$ cat src/rtl/sort_oddeven_n.sv
// -----------------------------------------------------------------------------
// sort_oddeven_n
//
// Sorts COUNT unsigned DIGIT-bit elements by odd-even transposition. Every pair
// of the active parity is compared and conditionally swapped in the same clock
// cycle, so one phase completes per edge. The block uses a start/busy/done
// handshake. The order is selectable (ascending or descending), and early
// termination is optional. It sits between the operand capture stage and the
// display/result register bank.
//
// Parameters
//   DIGIT       element width in bits (>= 1)
//   COUNT       number of elements (>= 2)
//   EARLY_EXIT  1: stop once an even and an odd phase run back-to-back with no
//               swap; 0: always run COUNT phases
//
// Ports
//   clock    in   1            rising-edge clock
//   reset_n  in   1            asynchronous reset, active low
//   x        in   COUNT*DIGIT  unsorted elements, element i = x[i*DIGIT +: DIGIT]
//   start    in   1            sort request, sampled only while idle
//   descend  in   1            0 ascending (element 0 smallest), 1 descending;
//                              latched together with start
//   s        out  COUNT*DIGIT  working/result elements, same packing as x
//   busy     out  1            high while sorting
//   done     out  1            one-cycle pulse, s holds the final sorted result
// -----------------------------------------------------------------------------
module sort_oddeven_n #(
  parameter int DIGIT      = 4,
  parameter int COUNT      = 4,
  parameter int EARLY_EXIT = 0
) (
  input  logic                   clock,
  input  logic                   reset_n,
  input  logic [COUNT*DIGIT-1:0] x,
  input  logic                   start,
  input  logic                   descend,
  output logic [COUNT*DIGIT-1:0] s,
  output logic                   busy,
  output logic                   done
);

  // The phase counter must be able to reach COUNT without wrapping.
  localparam int              PW         = $clog2(COUNT + 1);
  localparam logic [PW-1:0]   LAST_PHASE = PW'(COUNT - 1);

  typedef enum logic {
    IDLE = 1'b0,
    SORT = 1'b1
  } state_t;

  state_t        state;
  logic [PW-1:0] phase;
  logic          mode;       // latched descend
  logic [1:0]    swap_flag;  // [0]: last even phase swapped, [1]: last odd phase swapped

  logic [DIGIT-1:0]       cur [COUNT];
  logic [DIGIT-1:0]       nxt [COUNT];
  logic [COUNT*DIGIT-1:0] s_next;
  logic                   any_swap;
  logic                   quiet_pair;
  logic                   finish;

  // ---------------------------------------------------------------------------
  // One compare-exchange phase over the whole array.
  // The pairs of one parity never overlap, so all of them can swap in parallel.
  // Lower index i is paired with i+1 when i has the parity of the current phase.
  // An element without a partner (an end element) keeps its value.
  // ---------------------------------------------------------------------------
  always_comb begin
    // NOTE: every combinational output gets a default first, so no path leaves
    // it unassigned and no latch is inferred.
    any_swap = 1'b0;
    s_next   = '0;
    for (int i = 0; i < COUNT; i++) begin
      cur[i] = s[i*DIGIT +: DIGIT];
      nxt[i] = cur[i];
    end
    for (int i = 0; i < COUNT - 1; i++) begin
      if (i[0] == phase[0]) begin
        // The compare is strict, so equal elements never swap.
        if (mode ? (cur[i] < cur[i+1]) : (cur[i] > cur[i+1])) begin
          nxt[i]   = cur[i+1];
          nxt[i+1] = cur[i];
          any_swap = 1'b1;
        end
      end
    end
    for (int i = 0; i < COUNT; i++) begin
      s_next[i*DIGIT +: DIGIT] = nxt[i];
    end
  end

  // Early exit: this phase and the previous phase (other parity) were both
  // swap-free. Both flags start at 1, so this cannot happen before phase 1.
  assign quiet_pair = !any_swap && !swap_flag[~phase[0]];
  assign finish     = (phase == LAST_PHASE) || ((EARLY_EXIT != 0) && quiet_pair);

  // ---------------------------------------------------------------------------
  // Control FSM, working array and registered handshake outputs.
  // ---------------------------------------------------------------------------
  always_ff @(posedge clock or negedge reset_n) begin
    if (!reset_n) begin
      // NOTE: s is reset even though it is plain data. It is visible on the
      // port, and after a reset it must read as all zeros.
      state     <= IDLE;
      s         <= '0;
      phase     <= '0;
      mode      <= 1'b0;
      swap_flag <= 2'b00;
      busy      <= 1'b0;
      done      <= 1'b0;
    end else begin
      // NOTE: state updates use non-blocking assignments. Every register then
      // samples the pre-edge values, whatever order the statements are in.
      done <= 1'b0;
      case (state)
        IDLE: begin
          if (start) begin
            s         <= x;
            mode      <= descend;
            phase     <= '0;
            swap_flag <= 2'b11;
            busy      <= 1'b1;
            state     <= SORT;
          end
        end
        SORT: begin
          // start, x and descend are not looked at here. A request while busy
          // has no effect on s or on the latched mode.
          s                   <= s_next;
          phase               <= phase + 1'b1;
          swap_flag[phase[0]] <= any_swap;
          if (finish) begin
            busy  <= 1'b0;
            done  <= 1'b1;
            state <= IDLE;
          end
        end
        default: begin
          busy  <= 1'b0;
          state <= IDLE;
        end
      endcase
    end
  end

endmodule

$ cat config.mk
export PLATFORM = sky130hd
export DESIGN_NAME = sort_oddeven_n
export DESIGN_NICKNAME = d
export VERILOG_FILES = /design/src/rtl/sort_oddeven_n.sv
export SDC_FILE = /design/constraint.sdc
export NUM_CORES = 1
export LEC_CHECK = 0
export ABC_AREA = 1
export CAP_MARGIN = 30
export CELL_PAD_IN_SITES_DETAIL_PLACEMENT = 1
export CELL_PAD_IN_SITES_GLOBAL_PLACEMENT = 1
export CORE_MARGIN = 2
export CORE_UTILIZATION = 33
export CTS_BUF_LIST = sky130_fd_sc_hd__clkbuf_2
export DETAILED_ROUTE_END_ITERATION = 8
export PLACE_DENSITY_LB_ADDON = 0.08
export SKIP_LAST_GASP = 1
export SYNTH_ARGS = -nofsm -noshare
export SYNTH_HDL_FRONTEND = slang
export SYNTH_SLANG_ARGS = --single-unit
export TNS_END_PERCENT = 100
$ cat constraint.sdc
create_clock -name clock -period 1.6 [get_ports clock]
set_input_delay 0.16 -clock clock [delete_from_list [all_inputs] [get_ports clock]]
set_output_delay 0.16 -clock clock [all_outputs]
set_load 0.01 [all_outputs]
==> metrics.md, run 1 <==
| Metric | Value |
|---|---|
| Hold_buf cts | 0 |
| Headroom to the max-slew limit | 0.763 |
| Final hold vios | 0 |
| Yosys warns | 0 |
| Status | finished, violations left |
| Fmax | about 570 MHz |
| Initial Utilization | 0.342 |
| R2r endpoint | s[8] |
| Post-route setup slack | -0.170 ns |
| Crit path capture type | flip-flop |
| DIE HEIGHT | around 74 um |
| Share of layout cells above drive strength 1 | 0.414 |
| Tot Pwr | 7.34 mW |
| Die area | ~5400 um^2 |
| Root Driver | clkbuf_2 |
| Max FO, Critical Path | 6 |
| CP cell instances | inv_2 -> ha_4 -> nand2_4 -> inv_1 -> nand2_2 -> nand2_2 -> nand2_4 -> nand3_4 -> o21ai_1 -> nor2_1 -> o21bai_1 |
| Syn avg cell area | 7.40 um^2 |
| DRC viols | 0 |
| Cells after Synth | 217 |
| Family with the most delay on the worst path | flip-flops |
| Yosys cell types | 24 |
| Yosys reg bits | 23 |
| Drt initial violations | 37 |
| First-pass iteration count of the detailed router | 4 |
| Clk sinks | 23 |
| Via Count | 1,786 |
| Slowest CP cell | dfrtp_2 |
| Synthesized area | 1610 um^2 |
| Hold WC Path Type | in -> async |
| Arr. time, crit path | 2.08 ns |
| R2r setup slk | -0.17 ns |
| Wire length per cell | 15.8 um |
| Crit start category | flip-flop |
| Path depth of the worst reg2reg path | 11 |
| Kind of critical path | reg -> reg |
| Final Util | 0.596 |
| End point of the critical path | s[8] |
| Setup TNS | -1.46 ns |
| Critical path startpoint | s[11] |
| Most frequent cells in the layout | 49 x nand2_1, 42 x buf_4, 26 x inv_1 |
| Setup violators final | 15 |
| Vias in the first global route | 1,909 |
| N_diodes | 0 |
| Clock Latency Late Sink | 0.36 ns |
| # nets final | 337 |
| GRT Total Usage | 0.219 |
| Row Count | 25 |
| Multi-input logic area | about 1200 um^2 |
| Clock-pin slew on the worst setup and hold paths | approximately 0.24 ns |
| Static Leak | approximately 1.4 nW |
| Fin crit period | 1.77 ns |
| Pin count of the biggest net entering global routing | 24 |
| Initial antenna violation count | 0 |
| Buf/Inv on CP | 2 |
| RSZ-0062 raised after global routing | true |
| # IOs | 38 |
| Die Wd | approximately 74 um |
| TritonCTS buffer count | 3 |
| Max Clock Skew | ~0.012 ns |
| Commonest non-fill, non-tap cell in the layout | nand2_1 |
| Synthesis-to-layout area growth | 74.1% |
| Total area of sequential cells | ~600 um^2 |
| Worst slack at placement | -0.173 ns |
| Failing checks | negative setup slack |
| Crit path largest cell delay | 0.51 ns |
| Drt total wl | 5.64 mm |
| Worst Tran Pin Value | 0.355 ns |
| Max-Cap Viols | 0 |
| GRT overflow | 0 |
| Final ANT Viol Nets | 0 |
| Slew Limit Fails | 0 |
| Levels on crit path | 11 |
| Seq/Total Area, Yosys | 0.359 |
| Core ar. | 4690 um^2 |
| Synthesized Nets | 251 |
| CTS tree | built |
| PD cells | 2630 nW/um^2 |
| VDD IR max | 1.04 mV |
| Longest Clk Path Bufs | 2 |
| Period utilization | 1.11 |
| Detailed placement HPWL | a little over 4 mm |
| Fill cells | 555 |
| Placer Congestion | just over 0.8 |
| Crit path required time | 1.91 ns |
| IO buf count | 37 |
| Vias per cell | 5.02 |
| H-tree depth | 1 |
| Reg2reg start | s[11] |
| Global-route wire length before repair | 8.87 mm |
[metrics by stage]
stage / area [um^2] / hold WS [ns] / std cells
after floorplan: 1700 / -0.136 / 217
after global placement: 2390 / 0.485 / 339
after detailed placement: 2390 / 0.500 / 339
after CTS: 2570 / 0.132 / 350
after global routing: 2800 / 0.144 / 356
final: 2800 / 0.123 / 356
[flip-flops by register name, indices dropped and copies added (netlist names)]
register / count
done: 1
state: 1
phase: 3
busy: 1
s: 16
mode: 1
[where the power goes]
group	total (mW)	switching [mW]	internal (mW)
combinational	5.86	3.06	2.80
sequential	1.22	0.309	0.909
clock	0.263	0.197	0.0660
[logic make-up after synthesis]
| kind of cell | Yosys count | synth area share |
|---|---|---|
| flip-flops | 23 | 0.359 |
| AND/OR/NAND/NOR | 103 | 0.301 |
| adder cells (fa/ha/maj) | 14 | 0.109 |
| AO/OA/AOI/OAI | 35 | 0.128 |
| buffers and inverters | 42 | 0.104 |
[timing repair]
| action | in CTS | in global routing |
|---|---|---|
| pin swaps | 15 | 26 |
| buffers inserted | 6 | 6 |
| cloned | 1 | 0 |
| endpoints found under the setup margin | 22 | 26 |
| gates resized for setup | 33 | 45 |
[layout make-up]
type                       instances  area share
clock buffer                       4     0.00716
inverter                          38      0.0510
multi-input combinational        153       0.434
sequential                        23       0.209
tap                               54      0.0242
timing repair buffer              84       0.275
[synth_stat cells (all sizes together)]
master | count | area, um^2
nand2 | 66 | 253
inv | 38 | 143
dfrtp | 23 | 576
nand3 | 21 | 125
o21ai | 21 | 109
ha | 14 | 175
nand4 | 8 | 65.1
nor2 | 8 | 40.0
a21oi | 5 | 25.0
o211ai | 5 | 42.5
o21bai | 3 | 22.5
buf | 2 | 16.3
clkbuf | 2 | 7.51
o22ai | 1 | 6.26
[worst min-delay path by stage]
stage            end  slack, ns  startpoint
2_1_floorplan   busy      -0.14     reset_n
4_1_cts         s[3]       0.13     reset_n
6_report        done       0.12     reset_n
5_1_grt        s[15]       0.14     reset_n
3_5_place_dp    busy       0.50        busy
3_3_place_gp    busy       0.48        busy
[metal layers]
layer,up-vias,global-route usage,share of wire
met1,865,0.253,0.42
li1,883,-,-
met2,29,0.413,0.54
met4,0,0.0828,0.016
met3,9,0.0178,0.023
met5,-,0,0
Note: power is estimated with default switching activity, not from simulation.
==> inputs of run 2 (changes only) <==
- REMOVE_ABC_BUFFERS: default -> 1
==> run 2 against run 1 <==
Against the previous run: sequential power shrank 4%; cell count increased by 0.56%; register-to-register slack about the same; non-clock buffer count rose by 2; sequential cell count did not move; first-iteration DRC count is 24% higher; clock power is 5% lower; hold slack better by 0.0079 ns; largest power group unchanged; the run still ends with negative setup slack left; largest cell class unchanged; critical path depth fell by 3; final area down 4.7%.
==> metrics.md, run 2 (same netlist as run 1, synthesis figures left out) <==
| Metric | Value |
|---|---|
| Die Wd | 73.7 um |
| Final Util | 0.568 |
| N_diodes | 0 |
| Cell area after layout | 2670 um^2 |
| Root Driver | clkbuf_2 |
| Most frequent cells in the layout | 53 x nand2_1, 47 x buf_4, 31 x inv_1 |
| Critical path startpoint | s[5] |
| # nets final | 339 |
| Top flop regs | s (16), phase (3) |
| Crit start category | flip-flop |
| GRT overflow | 0 |
| Static Leak | about 1.4 nW |
| Synthesis-to-layout area growth | 66.0% |
| Drt initial violations | 46 |
| Worst Tran Pin Value | 0.339 ns |
| Clk sinks | 23 |
| Worst slack at placement | -0.259 ns |
| Clock share of power | 0.037 |
| CTS tree | built |
| Kind of critical path | reg -> reg |
| Via Count | approximately 1,800 |
| H-tree depth | 1 |
| Fmax | 569 MHz |
| Int Pwr | 3.44 mW |
| Fill cells | 579 |
| Vias per cell | 5.03 |
| Arr. time, crit path | 2.05 ns |
| Biggest register | s |
| Status | finished, violations left |
| Setup violators final | 16 |
| RSZ-0062 raised after global routing | true |
| Placed cell areas | 2310 um^2 |
| TritonCTS buffer count | 3 |
| Final ANT Viol Nets | 0 |
| Detailed placement HPWL | 3.85 mm |
| PD cells | 2540 nW/um^2 |
| Final hold vios | 0 |
| Placed Cells | 343 |
| Non-filler instance count after layout | roughly 360 |
| Hold slack final | 0.131 ns |
| VDD IR max | 1.04 mV |
| Wire length per cell | roughly 15 um |
| Setup TNS | -1.90 ns |
| Crit path capture type | flip-flop |
| Hold_buf cts | 0 |
| Fin crit period | ~1.8 ns |
| Comb power frac | 0.790 |
| Sw Ratio | 0.492 |
| Hold WC Path Type | in -> async |
| First-pass iteration count of the detailed router | 4 |
| Pin count of the biggest net entering global routing | 24 |
| Max FO, Critical Path | 8 |
| Post-route setup slack | -0.158 ns |
| Drt total wl | 5.43 mm |
| Multi-input logic area | 1100 um^2 |
| Max Clock Skew | 0.00886 ns |
| Clock-pin slew on the worst setup and hold paths | 0.23 ns |
| Psw | 3.33 mW |
| Core ar. | roughly 4700 um^2 |
| Period utilization | 1.10 |
| Failing checks | negative setup slack |
| Placer Congestion | roughly 0.78 |
| Commonest non-fill, non-tap cell in the layout | nand2_1 |
| DIE HEIGHT | approximately 74 um |
| Clock Latency Late Sink | between 0.3 and 0.4 ns |
| Initial antenna violation count | 0 |
| Crit path required time | 1.89 ns |
| Row Count | 25 |
| IO buf count | 37 |
| Vias in the first global route | 1,828 |
| Total area of sequential cells | 579 um^2 |
| Global-route wire length before repair | 8.38 mm |
| Slew Limit Fails | 0 |
| Reg2reg start | s[5] |
| Initial Utilization | 0.342 |
| Tot Pwr | 6.77 mW |
| Max-Cap Viols | 0 |
| # IOs | 38 |
| DRC viols | 0 |
| Headroom to the max-slew limit | 0.774 |
| Die area | 5440 um^2 |
| Share of layout cells above drive strength 1 | 0.349 |
| GRT Total Usage | 0.203 |
| Seq pwr share | 0.173 |
| Longest Clk Path Bufs | 2 |
| Max reg flops | 16 |
-- run 2: cell types whose count changed in the layout (fill, tap and decap cells not counted), moves of 3 or more --
cell            change
dlymetal6s2s_1      -3
dfrtp_1             +4
inv_2               -5
ha_4                -5
dfrtp_2             -4
ha_1                +6
buf_4               +5
nand2_2             -4
nand2_1             +4
inv_1               +5
-- run 2: final timing paths --
check / end / slack (ns) / cells after the start
min in group clock: s[12] / 0.34 / 3
worst max register to register: s[1] / -0.16 / 8
worst max-delay path: s[1] / -0.16 / 8
worst min-delay path: s[12] / 0.13 / 2
max in group asynchronous: s[6] / 1.19 / 2
worst min register to register: busy / 0.55 / 2
-- run 2: power groups by stage --
| stage | clock (mW) | combinational, mW | sequential, mW |
|---|---|---|---|
| after floorplan | 0 | 2.15 | 1.28 |
| after global placement | 0 | 4.06 | 1.12 |
| after detailed placement | 0 | 4.19 | 1.13 |
| after CTS | 0.266 | 4.90 | 1.14 |
| after global routing | 0.281 | 5.93 | 1.21 |
| final | 0.251 | 5.35 | 1.17 |
-- run 2: critical path, stage by stage, from the launching register on --
cell and delay (ns):
dfrtp_2 0.48, inv_2 0.07, ha_4 0.27, inv_2 0.03
o21bai_1 0.16, nand3_2 0.14, nand3_4 0.14, nand4_4 0.18
o211ai_1 0.24
-- run 2: repair_timing --
action,CTS,global route
gates resized for setup,44,27
buffers inserted,6,4
pin swaps,11,10
endpoints found under the hold margin,0,0
setup endpoints to repair,24,23
cloned,1,0
-- run 2: cell type report --
class,instances,area share
inverters,38,0.0535
clock buffers,4,0.00751
well taps,54,0.0254
flip-flops and latches,23,0.217
multi-input cells,153,0.414
repair buffers,86,0.283
-- run 2: per-layer routing --
| layer | global-route usage | vias to the layer above | wire length, um | share of wire |
|---|---|---|---|---|
| met4 | 0.0586 | 0 | 107 | 0.020 |
| met2 | 0.388 | 29 | 2900 | 0.53 |
| met3 | 0.0178 | 11 | 131 | 0.024 |
| met5 | 0 | - | 0 | 0 |
| met1 | 0.236 | 875 | 2290 | 0.42 |
| li1 | - | 885 | - | - |
